## config.mk

```make
export PLATFORM = sky130hd
export DESIGN_NAME = i2c_arbiter
export DESIGN_NICKNAME = d
export VERILOG_FILES = /design/src/rtl/i2c_arbiter_pkg.sv /design/src/rtl/i2c_arbiter_rr_pick.sv /design/src/rtl/i2c_arbiter.sv
export SDC_FILE = /design/constraint.sdc
export NUM_CORES = 1
export LEC_CHECK = 0
export ABC_AREA = 1
export CAP_MARGIN = 30
export CORE_MARGIN = 2
export CORE_UTILIZATION = 35
export CTS_CLUSTER_DIAMETER = 80
export DETAILED_ROUTE_END_ITERATION = 7
export PLACE_DENSITY = 0.67
export SYNTH_ARGS = -nofsm -noshare
export SYNTH_HDL_FRONTEND = slang
export SYNTH_SLANG_ARGS = --single-unit
```

## constraint.sdc

```tcl
create_clock -name clk -period 1.85 [get_ports clk]
set_clock_uncertainty 0.05 [all_clocks]
set_input_delay 0.185 -clock clk [delete_from_list [all_inputs] [get_ports clk]]
set_output_delay 0.185 -clock clk [all_outputs]
set_load 0.02 [all_outputs]
```

## src/rtl/i2c_arbiter_pkg.sv

```systemverilog
// i2c_arbiter_pkg: shared definitions for the I2C command-port arbiter.
//   cmd_e          - byte-level controller command codes (START/WRITE/READ/STOP)
//   arb_state_e    - arbiter FSM states
//   onehot_to_idx  - converts a one-hot vector of up to MaxReq bits to a binary index
package i2c_arbiter_pkg;

  localparam int unsigned MaxReq = 8;

  typedef enum logic [1:0] {
    CmdStart = 2'd0,
    CmdWrite = 2'd1,
    CmdRead  = 2'd2,
    CmdStop  = 2'd3
  } cmd_e;

  typedef enum logic [2:0] {
    StIdle,
    StGrant,
    StBusy,
    StAbort,
    StAbortWait
  } arb_state_e;

  function automatic logic [2:0] onehot_to_idx(input logic [MaxReq-1:0] oh);
    logic [2:0] idx;
    idx = '0;
    for (int unsigned i = 0; i < MaxReq; i++) begin
      if (oh[i]) idx = 3'(i);
    end
    return idx;
  endfunction

endpackage

```

## src/rtl/i2c_arbiter_rr_pick.sv

```systemverilog
// i2c_arbiter_rr_pick: combinational round-robin picker.
//   req    [N]    - request vector
//   last   [IdxW] - index of the previous winner (lowest priority this round)
//   winner [N]    - one-hot winner, searching upward from last+1
//   valid         - at least one request is pending
module i2c_arbiter_rr_pick #(
  parameter int unsigned N    = 2,
  parameter int unsigned IdxW = (N > 1) ? $clog2(N) : 1
) (
  input  logic [N-1:0]    req,
  input  logic [IdxW-1:0] last,
  output logic [N-1:0]    winner,
  output logic            valid
);

  logic [31:0]  shift;
  logic [N-1:0] rot;
  logic [N-1:0] rot_pick;

  // Rotate so that requester last+1 sits at bit 0, take the lowest set bit,
  // then rotate the pick back into requester order.
  assign shift    = 32'(last) + 32'd1;
  assign rot      = N'({req, req} >> shift);
  assign rot_pick = rot & (~rot + N'(1));
  assign winner   = N'(({rot_pick, rot_pick} << shift) >> N);
  assign valid    = |req;

endmodule

```

## src/rtl/i2c_arbiter.sv

```systemverilog
// i2c_arbiter: shares one byte-level I2C controller command port between N_REQ
// requesters. Grants round-robin, holds the grant until the owner's STOP
// completes, and force-closes stalled transactions with a STOP.
//   clk, rst_n                 - clock, synchronous active-low reset
//   req/start/cmd/wdata/wack   - per-requester request and command slices
//   gnt/req_ready/rdata_valid  - per-requester grant, ready and read-valid
//   aborted                    - one-cycle pulse when an owner's grant is revoked
//   rdata                      - broadcast read byte
//   ctl_*                      - controller command port
module i2c_arbiter
  import i2c_arbiter_pkg::*;
#(
  parameter int unsigned N_REQ        = 2,
  parameter int unsigned IDLE_TIMEOUT = 1024
) (
  input  logic                 clk,
  input  logic                 rst_n,
  input  logic [N_REQ-1:0]     req,
  input  logic [N_REQ-1:0]     start,
  input  logic [2*N_REQ-1:0]   cmd,
  input  logic [8*N_REQ-1:0]   wdata,
  input  logic [N_REQ-1:0]     wack,
  output logic [N_REQ-1:0]     gnt,
  output logic [N_REQ-1:0]     req_ready,
  output logic [7:0]           rdata,
  output logic [N_REQ-1:0]     rdata_valid,
  output logic [N_REQ-1:0]     aborted,
  output logic [1:0]           ctl_cmd,
  output logic [7:0]           ctl_wdata,
  output logic                 ctl_wack,
  output logic                 ctl_start,
  input  logic                 ctl_ready,
  input  logic [7:0]           ctl_rdata,
  input  logic                 ctl_rdata_valid
);

  localparam int unsigned IdxW = (N_REQ > 1) ? $clog2(N_REQ) : 1;
  localparam int unsigned TmrW = $clog2(IDLE_TIMEOUT + 1);
  localparam logic [TmrW-1:0] TmrMax = TmrW'(IDLE_TIMEOUT);

  arb_state_e      state_q, state_d;
  logic [N_REQ-1:0] gnt_q, gnt_d;
  logic [IdxW-1:0] last_owner_q, last_owner_d;
  logic            bus_open_q, bus_open_d;
  cmd_e            last_cmd_q, last_cmd_d;
  logic [TmrW-1:0] timer_q, timer_d;
  logic [N_REQ-1:0] aborted_q, aborted_d;

  logic [N_REQ-1:0] pick_winner;
  logic             pick_valid;
  logic [IdxW-1:0]  pick_idx;

  // last_owner doubles as the current owner index while a grant is held.
  logic [1:0] own_cmd;
  logic [7:0] own_wdata;
  logic       own_wack;
  logic       own_start;
  logic       own_req;
  logic       own_strobe;
  logic       timer_expired;

  i2c_arbiter_rr_pick #(
    .N    (N_REQ),
    .IdxW (IdxW)
  ) u_rr_pick (
    .req    (req),
    .last   (last_owner_q),
    .winner (pick_winner),
    .valid  (pick_valid)
  );

  assign pick_idx      = IdxW'(onehot_to_idx(MaxReq'(pick_winner)));
  assign own_cmd       = cmd[{last_owner_q, 1'b0} +: 2];
  assign own_wdata     = wdata[{last_owner_q, 3'b000} +: 8];
  assign own_wack      = wack[last_owner_q];
  assign own_start     = start[last_owner_q];
  assign own_req       = req[last_owner_q];
  assign own_strobe    = own_start & ctl_ready;
  assign timer_expired = (timer_q == TmrMax);

  always_comb begin
    state_d      = state_q;
    gnt_d        = gnt_q;
    last_owner_d = last_owner_q;
    bus_open_d   = bus_open_q;
    last_cmd_d   = last_cmd_q;
    timer_d      = timer_q;
    aborted_d    = '0;
    unique case (state_q)
      StIdle: begin
        if (ctl_ready && pick_valid) begin
          gnt_d        = pick_winner;
          last_owner_d = pick_idx;
          timer_d      = '0;
          state_d      = StGrant;
        end
      end
      StGrant: begin
        // A strobe outranks both a dropped req and an expiring timer.
        if (own_strobe) begin
          last_cmd_d = cmd_e'(own_cmd);
          if (cmd_e'(own_cmd) == CmdStart) bus_open_d = 1'b1;
          timer_d = '0;
          state_d = StBusy;
        end else if (!own_req || timer_expired) begin
          if (bus_open_q) begin
            aborted_d = gnt_q;
            state_d   = StAbort;
          end else begin
            gnt_d   = '0;
            state_d = StIdle;
          end
        end else if (ctl_ready && !timer_expired) begin
          timer_d = timer_q + TmrW'(1);
        end
      end
      StBusy: begin
        if (ctl_ready) begin
          if (last_cmd_q == CmdStop) begin
            bus_open_d = 1'b0;
            gnt_d      = '0;
            state_d    = StIdle;
          end else begin
            state_d = StGrant;
          end
        end
      end
      StAbort: begin
        state_d = StAbortWait;
      end
      StAbortWait: begin
        if (ctl_ready) begin
          bus_open_d = 1'b0;
          gnt_d      = '0;
          state_d    = StIdle;
        end
      end
      default: begin
        state_d = StIdle;
        gnt_d   = '0;
      end
    endcase
  end

  always_ff @(posedge clk) begin
    if (!rst_n) begin
      state_q      <= StIdle;
      gnt_q        <= '0;
      last_owner_q <= IdxW'(N_REQ - 1);
      bus_open_q   <= 1'b0;
      last_cmd_q   <= CmdStart;
      timer_q      <= '0;
      aborted_q    <= '0;
    end else begin
      state_q      <= state_d;
      gnt_q        <= gnt_d;
      last_owner_q <= last_owner_d;
      bus_open_q   <= bus_open_d;
      last_cmd_q   <= last_cmd_d;
      timer_q      <= timer_d;
      aborted_q    <= aborted_d;
    end
  end

  always_comb begin
    req_ready = '0;
    ctl_cmd   = '0;
    ctl_wdata = '0;
    ctl_wack  = 1'b0;
    ctl_start = 1'b0;
    unique case (state_q)
      StGrant: begin
        req_ready = gnt_q & {N_REQ{ctl_ready}};
        ctl_cmd   = own_cmd;
        ctl_wdata = own_wdata;
        ctl_wack  = own_wack;
        ctl_start = own_strobe;
      end
      StAbort: begin
        ctl_cmd   = CmdStop;
        ctl_start = 1'b1;
      end
      default: ;
    endcase
  end

  assign gnt         = gnt_q;
  assign aborted     = aborted_q;
  assign rdata       = ctl_rdata;
  assign rdata_valid = gnt_q & {N_REQ{ctl_rdata_valid}};

endmodule

```

==> metrics.md <==
| Metric | Value |
|---|---|
| Setup violators final | `0` |
| Unrepaired setup endpoints after global routing | `false` |
| Synth warn | `0` |
| Launch point of the worst path | `state_q[0]$_SDFFE_PN0P_` |
| H-tree Lvls | `1` |
| Root Driver | `clkbuf_8` |
| Commonest cells after routing, fill and taps aside | `nand2_1 (78), clkdlybuf4s50_1 (35), inv_1 (32), nor2_1 (32), a21oi_1 (30)` |
| Min-delay src | `ctl_rdata[2]` |
| Peak supply drop | `between 0.4 and 0.5 mV` |
| Routed vias/inst | `4.74` |
| Synthesized area | `1750 µm²` |
| Kind of cell adding the most delay to the critical path | `buffers and inverters` |
| Rel. slew slack | `66.6%` |
| Least-Margin Pin Slew | `0.501 ns` |
| Placed Cells | `408` |
| GR Overflow Total | `0` |
| Clk buf depth | `2` |
| Synthesis-to-layout area growth | `35.6%` |
| DRC violations left | `0` |
| Period minus WS final | `approximately 1.7 ns` |
| Final Max Slew Viols | `0` |
| Final Hold Vio Count | `0` |
| Via count | `1,952` |
| Die area | `roughly 5600 µm²` |
| Share of cells above drive strength 1 | `about 17%` |
| 1st-iter DRT viols | `53` |
| Num CTS Buffers | `3` |
| Slowest-stage cell, CP | `dfxtp_1` |
| Max Cap Viol | `0` |
| First-pass GRT wire length | `7750 µm` |
| Post-Synthesis Cells | `291` |
| Status | `completed` |
| Vias in the first global route | `1,741` |
| DPL Wire Length | `~3800 µm` |
| Total chip power | `2.76 mW` |
| Initial antenna violation count | `0` |
| Async S/R FF share, synth | `0%` |
| Sink Count | `22` |
| Tcrit/Tclk final | `94.2%` |
| Diodes inserted | `0` |
| Gpl congestion | `0.901` |
| DR pass1 iterations | `6` |
| Clock Latency Late Sink | `0.26 ns` |
| Slowest stage delay, CP | `0.37 ns` |
| Io pins | `between 60 and 70` |
| Critical Path RT | `around 1.6 ns` |
| Net count reported at finish | `between 300 and 400` |
| Synth unique cells | `32` |
| Top_reg_cell synth | `dfxtp_1` |
| Die height | `74.7 µm` |
| Total wire length | `between 4000 and 5000 µm` |
| Post-synthesis sequential area ratio | `25.2%` |
| Hold WS | `0.320 ns` |
| Buffers plus inverters on the worst setup path | `3` |
| Finished Layout Cells | `412` |
| Top post-synthesis cells by area | `dfxtp_1 (25%), nand2_1 (17%), a21oi_1 (8.6%)` |
| Largest net degree at the start of global routing | `15` |
| Site Rows | `25` |
| Worst r2r src | `timer_q[0]$_SDFFE_PN0P_` |
| Hold Path Class | `in2out` |
| WP data arrival | `1.51 ns` |
| Avg Cell Area, Syn | `~6 µm²` |
| Flop and latch count out of synthesis | `22` |
| Crit Path Class | `reg2out` |
| Clk pin slew, worst setup/hold paths | `~0.080 ns` |
| TritonCTS clock tree | `done` |
| Starting Density | `36.8%` |
| Commonest non-fill, non-tap cell in the layout | `nand2_1` |
| Critical path, cell by cell | `inv_2, nor2_4, nand2_2, buf_4, a21oi_1, clkdlybuf4s15_1` |
| Post-DR wirelength/cell | `11.7 µm` |
| Synth Net Count | `roughly 330` |
| Die W | `roughly 75 µm` |
| Antenna-violating nets left | `0` |
| Endpoint class of the critical path | `output port` |
| GR Util All Layers | `between 10% and 20%` |
| Core area | `approximately 4800 µm²` |
| IO buf count | `49` |
| Area leader, netlist | `dfxtp_1` |
| Top cell type's share of synthesized area | `25.2%` |
| Hold Buf Count CTS | `0` |
| F_max | `approximately 570 MHz` |
| Crit-path max FO | `10` |
| P_leak | `1.07 nW` |
| Cell Pwr Density | `1160 nW/µm²` |
| Number of synthesized flops with an enable pin | `0` |
| Startpoint types | `register` |
-- path summary, 6_finish.rpt --
kind	endpoint	slack, ns	cells after the start
worst max-delay path	ctl_wdata[4]	0.11	6
worst min-delay path	rdata[2]	0.32	0
worst max register to register	timer_q[0]$_SDFFE_PN0P_	0.21	12
worst min register to register	last_cmd_q[0]$_SDFFE_PN0P_	0.41	2
-- through the flow --
| step | TNS (ns) | cell area [µm²] | utilization, % | setup WS [ns] |
|---|---|---|---|---|
| detailed placement | -0.375 | 2350 | 49.4 | -0.0734 |
| floorplan | 0 | 1750 | - | 0.179 |
| global route | 0 | 2370 | 49.9 | 0.00718 |
| global placement | -0.127 | 2350 | 49.4 | -0.0596 |
| CTS | 0 | 2390 | 50.2 | 0.0151 |
| finish | 0 | 2370 | 49.9 | 0.108 |
-- cell type report --
class                      count  area, µm²
multi-input combinational    212       1050
inverter                      39        150
tap                           67       83.8
fill                         515       2380
clock buffer                   4       55.1
sequential                    22        442
timing repair buffer          68        588
-- synth_stat cells (4+ instances only) --
| cell | n |
|---|---|
| nand2_2 | 5 |
| dfxtp_1 | 22 |
| o21ai_0 | 7 |
| nor2_1 | 34 |
| inv_1 | 32 |
| inv_2 | 5 |
| a21oi_1 | 30 |
| nand4_1 | 6 |
| buf_6 | 4 |
| nand2_1 | 78 |
| buf_4 | 8 |
| nand3_1 | 27 |
-- routing by layer --
| layer | up-vias | share of wire [%] | global-route usage [%] |
|---|---|---|---|
| met5 | - | 0 | 0 |
| met1 | 856 | 43 | 20.8 |
| met3 | 9 | 8.4 | 3.21 |
| met4 | 0 | 2.2 | 6.15 |
| met2 | 61 | 47 | 32.2 |
| li1 | 1026 | - | - |
-- power by group --
| group | internal, mW | leakage [nW] | switching (mW) |
|---|---|---|---|
| logic | 0.665 | 0.865 | 1.12 |
| registers | 0.552 | 0.178 | 0.0703 |
| clock network | 0.190 | 0.0288 | 0.154 |
-- flip-flops by register name (all words and copies together) (netlist names) --
name,count
last_owner_q,1
timer_q,11
state_q,3
bus_open_q,1
gnt,2
aborted,2
last_cmd_q,2
-- cell families after synthesis --
kind of cell    synth area share (%)
buf+inv                         16.0
mux                            0.573
flops                           25.2
fa+ha+maj                       1.43
compound gates                  13.7
simple gates                    43.0
-- repair_timing --
action,in CTS,in global routing
endpoints found under the setup margin,14,23
setup buffers,0,0
gates resized for setup,15,29
Power figures use the tool's default switching activity.
